===== config.mk =====
export PLATFORM = sky130hd
export DESIGN_NAME = alu_rs_cdb_listener
export DESIGN_NICKNAME = d
export VERILOG_FILES = /design/src/rtl/alu_rs_cdb_listener.sv
export SDC_FILE = /design/constraint.sdc
export NUM_CORES = 1
export LEC_CHECK = 0
export CORE_ASPECT_RATIO = 0.75
export CORE_MARGIN = 2
export CORE_UTILIZATION = 35
export CTS_CLUSTER_DIAMETER = 60
export DETAILED_ROUTE_END_ITERATION = 6
export SETUP_SLACK_MARGIN = 0.2
export SYNTH_ARGS = -nofsm -noshare
export SYNTH_HDL_FRONTEND = slang
export SYNTH_SLANG_ARGS = --single-unit
export TNS_END_PERCENT = 20

===== constraint.sdc =====
create_clock -name clk -period 6.6 [get_ports clk]
set_input_delay 1.32 -clock clk [delete_from_list [all_inputs] [get_ports clk]]
set_output_delay 1.32 -clock clk [all_outputs]
set_load 0.05 [all_outputs]

===== src/rtl/alu_rs_cdb_listener.sv =====
// ALU reservation station that snoops the CDB, captures woken operands and issues ready ops.
// Optional RS_WAKEUP_BYPASS_EN lets an op woken by the current broadcast issue on the same edge.
module alu_rs_cdb_listener #(
  parameter int DEPTH   = 4,
  parameter int TAG_W   = 4,
  parameter int NO_LOCK = 15,
  parameter int DATA_W  = 32,
  parameter int OP_W    = 4,
  parameter int OCC_W   = $clog2(DEPTH + 1)
) (
  input  logic              clk,
  input  logic              rst,
  input  logic              flush,
  input  logic              disp_valid,
  output logic              disp_ready,
  input  logic [OP_W-1:0]   disp_op,
  input  logic [TAG_W-1:0]  disp_dest,
  input  logic [TAG_W-1:0]  disp_tag1,
  input  logic [TAG_W-1:0]  disp_tag2,
  input  logic [DATA_W-1:0] disp_val1,
  input  logic [DATA_W-1:0] disp_val2,
  input  logic              cdb_valid,
  input  logic [TAG_W-1:0]  cdb_index,
  input  logic [DATA_W-1:0] cdb_result,
  output logic              iss_valid,
  input  logic              iss_ready,
  output logic [OP_W-1:0]   iss_op,
  output logic [TAG_W-1:0]  iss_dest,
  output logic [DATA_W-1:0] iss_a,
  output logic [DATA_W-1:0] iss_b,
  output logic [OCC_W-1:0]  occupancy
);

  localparam logic [TAG_W-1:0] NL = TAG_W'(NO_LOCK);
  localparam int IDX_W = (DEPTH > 1) ? $clog2(DEPTH) : 1;

  logic [DEPTH-1:0]  busy_r;
  logic [OP_W-1:0]   op_r   [DEPTH];
  logic [TAG_W-1:0]  dest_r [DEPTH];
  logic [TAG_W-1:0]  tag1_r [DEPTH];
  logic [TAG_W-1:0]  tag2_r [DEPTH];
  logic [DATA_W-1:0] val1_r [DEPTH];
  logic [DATA_W-1:0] val2_r [DEPTH];

  logic              disp_ready_r;
  logic [OCC_W-1:0]  occupancy_r;
  logic              iss_valid_r;
  logic [OP_W-1:0]   iss_op_r;
  logic [TAG_W-1:0]  iss_dest_r;
  logic [DATA_W-1:0] iss_a_r;
  logic [DATA_W-1:0] iss_b_r;

  logic [IDX_W-1:0]  free_idx_s;
  logic [IDX_W-1:0]  cand_idx_s;
  logic              cand_found_s;
  logic [DATA_W-1:0] cand_a_s;
  logic [DATA_W-1:0] cand_b_s;
  logic              disp_fire_s;
  logic              iss_fire_s;
  logic [DEPTH-1:0]  busy_nxt_s;

  function automatic logic wake_hit(input logic [TAG_W-1:0] tag, input logic vld,
                                    input logic [TAG_W-1:0] idx);
    return vld && (idx != NL) && (tag == idx);
  endfunction

  function automatic logic opnd_ready(input logic [TAG_W-1:0] tag, input logic vld,
                                      input logic [TAG_W-1:0] idx);
`ifdef RS_WAKEUP_BYPASS_EN
    return (tag == NL) || wake_hit(tag, vld, idx);
`else
    return (tag == NL);
`endif
  endfunction

  // Lowest-index free entry for dispatch.
  always_comb begin
    free_idx_s = '0;
    for (int i = DEPTH - 1; i >= 0; i--) begin
      if (!busy_r[i]) begin
        free_idx_s = IDX_W'(i);
      end else begin
        free_idx_s = free_idx_s;
      end
    end
  end

  // Lowest-index ready entry; a locked operand can only be ready here via the CDB bypass.
  always_comb begin
    cand_found_s = 1'b0;
    cand_idx_s   = '0;
    cand_a_s     = '0;
    cand_b_s     = '0;
    for (int i = DEPTH - 1; i >= 0; i--) begin
      if (busy_r[i] && opnd_ready(tag1_r[i], cdb_valid, cdb_index)
                    && opnd_ready(tag2_r[i], cdb_valid, cdb_index)) begin
        cand_found_s = 1'b1;
        cand_idx_s   = IDX_W'(i);
        cand_a_s     = (tag1_r[i] == NL) ? val1_r[i] : cdb_result;
        cand_b_s     = (tag2_r[i] == NL) ? val2_r[i] : cdb_result;
      end else begin
        cand_found_s = cand_found_s;
      end
    end
  end

  // Handshakes and next busy vector; the dispatched slot is free, the issued slot busy, so they never collide.
  always_comb begin
    disp_fire_s = disp_valid && disp_ready_r;
    iss_fire_s  = (!iss_valid_r || iss_ready) && cand_found_s;
    busy_nxt_s  = busy_r;
    for (int i = 0; i < DEPTH; i++) begin
      if (iss_fire_s && (cand_idx_s == IDX_W'(i))) begin
        busy_nxt_s[i] = 1'b0;
      end else if (disp_fire_s && (free_idx_s == IDX_W'(i))) begin
        busy_nxt_s[i] = 1'b1;
      end else begin
        busy_nxt_s[i] = busy_r[i];
      end
    end
  end

  // Entry storage: snoop wakeups, dispatch writes with same-cycle CDB forwarding.
  always_ff @(posedge clk or negedge rst) begin
    if (!rst) begin
      busy_r <= '0;
      for (int i = 0; i < DEPTH; i++) begin
        op_r[i]   <= '0;
        dest_r[i] <= '0;
        tag1_r[i] <= NL;
        tag2_r[i] <= NL;
        val1_r[i] <= '0;
        val2_r[i] <= '0;
      end
    end else if (flush) begin
      busy_r <= '0;
    end else begin
      busy_r <= busy_nxt_s;
      for (int i = 0; i < DEPTH; i++) begin
        if (busy_r[i] && wake_hit(tag1_r[i], cdb_valid, cdb_index)) begin
          tag1_r[i] <= NL;
          val1_r[i] <= cdb_result;
        end
        if (busy_r[i] && wake_hit(tag2_r[i], cdb_valid, cdb_index)) begin
          tag2_r[i] <= NL;
          val2_r[i] <= cdb_result;
        end
        if (disp_fire_s && (free_idx_s == IDX_W'(i))) begin
          op_r[i]   <= disp_op;
          dest_r[i] <= disp_dest;
          tag1_r[i] <= wake_hit(disp_tag1, cdb_valid, cdb_index) ? NL : disp_tag1;
          val1_r[i] <= wake_hit(disp_tag1, cdb_valid, cdb_index) ? cdb_result : disp_val1;
          tag2_r[i] <= wake_hit(disp_tag2, cdb_valid, cdb_index) ? NL : disp_tag2;
          val2_r[i] <= wake_hit(disp_tag2, cdb_valid, cdb_index) ? cdb_result : disp_val2;
        end
      end
    end
  end

  // Issue register, occupancy and dispatch-ready status.
  always_ff @(posedge clk or negedge rst) begin
    if (!rst) begin
      iss_valid_r  <= 1'b0;
      iss_op_r     <= '0;
      iss_dest_r   <= '0;
      iss_a_r      <= '0;
      iss_b_r      <= '0;
      occupancy_r  <= '0;
      disp_ready_r <= 1'b1;
    end else if (flush) begin
      iss_valid_r  <= 1'b0;
      occupancy_r  <= '0;
      disp_ready_r <= 1'b1;
    end else begin
      if (iss_fire_s) begin
        iss_valid_r <= 1'b1;
        iss_op_r    <= op_r[cand_idx_s];
        iss_dest_r  <= dest_r[cand_idx_s];
        iss_a_r     <= cand_a_s;
        iss_b_r     <= cand_b_s;
      end else if (iss_ready) begin
        iss_valid_r <= 1'b0;
      end
      occupancy_r  <= occupancy_r + OCC_W'(disp_fire_s) - OCC_W'(iss_fire_s);
      disp_ready_r <= ~&busy_nxt_s;
    end
  end

  assign disp_ready = disp_ready_r;
  assign occupancy  = occupancy_r;
  assign iss_valid  = iss_valid_r;
  assign iss_op     = iss_op_r;
  assign iss_dest   = iss_dest_r;
  assign iss_a      = iss_a_r;
  assign iss_b      = iss_b_r;

endmodule


==> results of run 1 <==
power by group:
group          leakage, nW  switching [mW]  internal (mW)
Sequential            4.91           0.411           3.08
Clock                0.675            1.03           1.39
Combinational         5.53            1.69          0.931
Total                 11.1            3.13           5.40
metrics by stage:
step                      power, mW  setup WS [ps]  utilization
after floorplan               5.143           3767            -
after global placement        6.083           1977       0.3948
after detailed placement      6.156           1806       0.3948
after CTS                     8.588           2399       0.4188
after global routing          8.960           2181       0.4188
final                         8.531           2343       0.4190
sequential cells by signal, summed over array words and instances, names as in the netlist:
| name | cells |
|---|---|
| occupancy | 3 |
| disp_ready | 1 |
| iss_dest | 4 |
| iss_valid | 1 |
| iss_b | 32 |
| op_r | 16 |
| busy_r | 4 |
| iss_a | 32 |
| val2_r | 128 |
| dest_r | 16 |
| tag2_r | 16 |
| iss_op | 4 |
| val1_r | 128 |
| tag1_r | 16 |
cell type report:
type / instances / area, µm² / share of cell area
well taps: 780 / 975.9 / 0.04069
clock buffers: 64 / 1255 / 0.05232
flip-flops and latches: 401 / 10080 / 0.4201
diodes: 4 / 10.01 / 0.0004173
inverters: 13 / 48.80 / 0.002034
multi-input cells: 1416 / 9213 / 0.3841
clock inverters: 12 / 122.6 / 0.005112
repair buffers: 236 / 2285 / 0.09525
cells in the final DEF, fill, tap and decap left out, types with 32 or more instances in the layout:
cell type and instances:
o22ai_1 32, dfrtp_1 368, o31ai_1 32, nand2_1 130, nor2_1 292, nand3_1 36
mux2i_1 256, xor2_1 33, buf_4 37, mux2_2 32, o21ai_0 88, clkdlybuf4s50_1 197
dfstp_2 33, clkbuf_16 43, a21oi_1 296
how the worst max path moves through the flow:
stage / from / to / slack, ps / cells after the start
final: cdb_index[3] / val1_r[46] / 2340 / 7
after global routing: cdb_index[2] / val1_r[44] / 2180 / 7
after CTS: cdb_index[2] / val1_r[46] / 2400 / 7
after detailed placement: cdb_index[2] / val1_r[48] / 1810 / 7
after global placement: cdb_index[1] / val1_r[49] / 1980 / 7
after floorplan: cdb_index[2] / val1_r[25] / 3770 / 8
worst reg2reg max path, stage by stage (launching register included):
cell	delay [ps]
dfstp_2	570
nand2_1	90
or4_2	1130
buf_4	520
nand2_2	850
o22ai_1	270
o31ai_1	270
kinds of logic after synthesis:
group                    Yosys count
multiplexers                     288
AO/OA/AOI/OAI                    569
flip-flops                       401
AND/OR/NAND/NOR                  513
adder cells (fa/ha/maj)            4
XOR/XNOR                          42
buffers and inverters            211
layer usage:
layer  up-vias  wire length, µm  track usage
met1      8062            29840       0.3091
met4        10             1200      0.04952
li1       7353                -            -
met3        86             4780      0.04758
met2       542            29780       0.3436
met5         -               66            0
==> flow_summary.toml, run 1 <==
[yosys]
synth_compound_area_frac = 0.1762
synthTopCellsByCount = "dfrtp_1 (368), a21oi_1 (296), nor2_1 (292)"
synth-edff-count = 0
ys_types = 57
syn_area_um2 = 20230
syn_area_per_cell_um2 = 9.975
yosysTopAreaCell = "dfrtp_1"
ys.flop_type = "dfrtp_1"
syn_inst = 2028
synth-adder-area-share = 0.002721
syn_nets = 2153
yosysSeqAreaShare = 0.4981
synth_mux_area_frac = 0.1445
yosysMostFrequentCell = "dfrtp_1"
synth.area.top_cells = "dfrtp_1 (46%), mux2i_1 (13%), a21oi_1 (7.3%)"
synth-simple-area-share = 0.1071
synth_top_family_by_area = "compound AO/OA/AOI/OAI gates"
synth_xor_area_frac = 0.01818
synth_top_area_frac = 0.4552
async_flop_share = 1.000
yosys_warnings = 0
ys_ff_latch = 401

[clocking]
path_clk_slew_ps = 60
numCtsBuffers = 42
cts_setup_buffers = 0
cts.sinks = 401
postCtsHoldBufs = 0
cts_tree = "done"
cts_resized = 0
clock_latency_ps = 560
htreeDepth = 2
cts_root_buf = "clkbuf_16"
clockBufferDepth = 3

[global_route]
grt_util_all_layers = 0.2189
grt_first_pass_wirelength_um = 100600
antenna_found_initial = 8
grt_max_degree = 129
grt_pass1_vias = 16250
overflow = 0

[worst_setup_path]
crit_buf_inv = 2
reg2regPathDepth = 6
startpoint_type = "primary input"
ff2ff_setup_slack_ps = 2790
reg2reg_from = "tag1_r[14]"
cp_slowest_cell = "o21ai_4"
worstPathRequired_ps = 7000
cp_max_fo = 19
path_class = "primary input to flop"
cpLargestDelayFamily = "buffers and inverters"
crit_path_end_kind = "flop"
arrival_ps = 4660
crit_chain = "clkdlybuf4s50_1 > nand4_1 > nand2_1 > o21ai_4 > buf_4 > mux2i_1 > o21ai_0"
r2r-end = "iss_b[30]"
crit_path_max_incr_delay_ps = 850

[placement]
placed_cell_area_um2 = 22600
gp_congestion = 0.8647
place_inst = 2846
dpl.hpwl_um = 41000
port_buffers = 198

[routing]
via_per_inst = 5.486
routed_wl_um = 65670
vias = 16050
ant_nets = 0
dr.pass1.iters = 7
route.detailed.drc = 0
drtIter0Drc = 1207
avgRoutedWirePerCell_um = 22.44

[sta]
min_period_ps = 4257
hold_violations = 0
max_freq_ghz = 0.2349
period_share = 0.6450
holdWs_ps = 477.6
tightest_slew_ps = 1111
slew_headroom = 0.2539
finalMaxSlewViolations = 0
setup_violations = 0
final.setup_skew_ps = 34.34
rsz0062_at_grt = "false"
final.setup.tns_ps = 0

[power]
power_density_nw_per_um2 = 355.7
ir_drop_mv = 0.2306
p_leak_nw = 11.12

[floorplanning]
pin_count = 199
die-area_um2 = 59760
core_um2 = 57240
rows = 76
die_h_um = 212.2
die_x_um = 281.6
initial_core_util = 0.3534

[worst_hold_path]
hold_depth = 2
hold_path.startpoint = "val1_r[40]"
hold-path-endpoint = "val1_r[40]"
hp-class = "flop to flop"

[outcome]
outcome = "completed"

[layout]
design_area_um2 = 23990
area_delta_synth_final_pct = 18.57
drive_above_1_share = 0.1106
fin_cells = 2926
num-fill-cells = 5483
nNetsFinal = 2235

[job]
drv_cap = 0
Note: power is estimated with default switching activity, not from simulation.
==> run 2: changes to the inputs <==
Clock period 6.6 ns to 4.33 ns, I/O delays scaled along.
==> run 2 against run 1 <==
Sequential share of layout area down 0.45 points. Clock-buffer cell count down 2. Flip-flop and latch count unchanged. First-iteration DRC count up 4.7%. Non-clock buffer count up 16. Critical path type is now flop to flop. Global-route usage down 0.45 points.
==> flow_summary.toml, run 2 (same netlist as run 1, synthesis figures left out) <==
[sta]
max_freq_ghz = 0.3133
slew_headroom = 0.2012
final.setup_skew_ps = 28.25
tightest_slew_ps = 1189
setup_violations = 0
hold_violations = 0
setup_slack_ps = 1138
finalMaxSlewViolations = 0
min_period_ps = 3192
final.setup.tns_ps = 0
period_share = 0.7371
rsz0062_at_grt = "false"

[clocking]
cts_resized = 0
htreeDepth = 2
path_clk_slew_ps = 70
cts_tree = "done"
postCtsHoldBufs = 0
cts.sinks = 401
clockBufferDepth = 3
numCtsBuffers = 42
clock_latency_ps = 560
cts_root_buf = "clkbuf_16"
cts_setup_buffers = 0

[placement]
port_buffers = 198
place_inst = 2862
post-place-ws_ps = 880.0
gp_congestion = 0.8476
placed_cell_area_um2 = 22940
dpl.hpwl_um = 40410

[power]
power_density_nw_per_um2 = 529.8
p_leak_nw = 11.24
ir_drop_mv = 0.3230

[floorplanning]
core_um2 = 57240
die_x_um = 281.6
die_h_um = 212.2
die-area_um2 = 59760
initial_core_util = 0.3534
rows = 76
pin_count = 199

[global_route]
grt_pass1_vias = 16280
grt_util_all_layers = 0.2144
antenna_found_initial = 6
grt_first_pass_wirelength_um = 98250
overflow = 0
grt_max_degree = 119

[routing]
via_per_inst = 5.485
route.detailed.drc = 0
ant_nets = 0
avgRoutedWirePerCell_um = 21.94
dr.pass1.iters = 5
vias = 16130
drtIter0Drc = 1264
routed_wl_um = 64520

[layout]
layout_commonest_cell = "dfrtp_1"
fin_cells = 2941
reg_top3 = "val1_r (128), val2_r (128)"
seqCellArea_um2 = 10080
num-fill-cells = 5389
design_area_um2 = 24250
drive_above_1_share = 0.1150
mostFrequentLayoutCells = "dfrtp_1 (368), a21oi_1 (296), nor2_1 (292)"
area_delta_synth_final_pct = 19.86
multi_input_area_um2 = 9213
nNetsFinal = 2251

[worst_setup_path]
cp_max_fo = 20
r2r-end = "iss_b[31]"
cp_slowest_cell = "or4_2"
crit_path_end_kind = "flop"
reg2reg_from = "tag1_r[14]"
path_class = "flop to flop"
worstPathRequired_ps = 4760
arrival_ps = 3630
startpoint_type = "flop"
ff2ff_setup_slack_ps = 1140
crit_chain = "nand2_1 > or4_2 > nand2_2 > buf_4 > a221oi_2 > o31ai_1"
reg2regPathDepth = 6
crit_path_max_incr_delay_ps = 950

[job]
drv_cap = 0

[worst_hold_path]
hp-class = "primary input to asynchronous set/reset pin"

[outcome]
outcome = "completed"
run 2: worst max-delay path by stage:
stage                 start      endpoint  slack, ps
4_1_cts          tag1_r[14]     iss_b[31]       1170
3_3_place_gp   cdb_index[1]    val2_r[71]        960
3_5_place_dp   cdb_index[3]    val2_r[67]        880
6_report         tag1_r[14]     iss_b[31]       1140
5_1_grt          tag1_r[14]     iss_b[31]       1090
2_1_floorplan     tag2_r[6]  occupancy[2]       1500
run 2: power by group:
| part | internal (mW) | total (mW) | switching (mW) |
|---|---|---|---|
| logic | 1.45 | 4.03 | 2.57 |
| clock network | 1.95 | 3.51 | 1.56 |
| registers | 4.69 | 5.31 | 0.616 |
| total | 8.10 | 12.8 | 4.75 |
run 2: final cells by class:
| type | count | share of cell area |
|---|---|---|
| clock inverter | 13 | 0.004851 |
| sequential | 401 | 0.4156 |
| inverter | 13 | 0.002012 |
| clock buffer | 62 | 0.04851 |
| timing repair buffer | 252 | 0.1085 |
| antenna | 4 | 0.0004128 |
| multi-input combinational | 1416 | 0.3799 |
| tap | 780 | 0.04025 |
run 2: through the flow:
step	hold slack (ps)	power (mW)	utilization
CTS	465.0	12.94	0.4234
finish	449.1	12.85	0.4236
floorplan	449.7	7.840	-
detailed placement	466.5	9.409	0.4008
global placement	460.2	9.296	0.4008
global route	504.1	13.49	0.4235
run 2: routing by layer:
| layer | up-vias | global-route usage | wire length, µm |
|---|---|---|---|
| met5 | - | 0 | 31 |
| met4 | 4 | 0.06255 | 1611 |
| met3 | 101 | 0.04066 | 4256 |
| met1 | 8105 | 0.2990 | 28970 |
| met2 | 532 | 0.3391 | 29650 |
| li1 | 7388 | - | - |
run 2: critical path, delay by kind of cell, from the launching register on:
family	cells	cell delay, ps
simple gates	3	1780
buf+inv	1	360
compound gates	2	340
flops	1	560
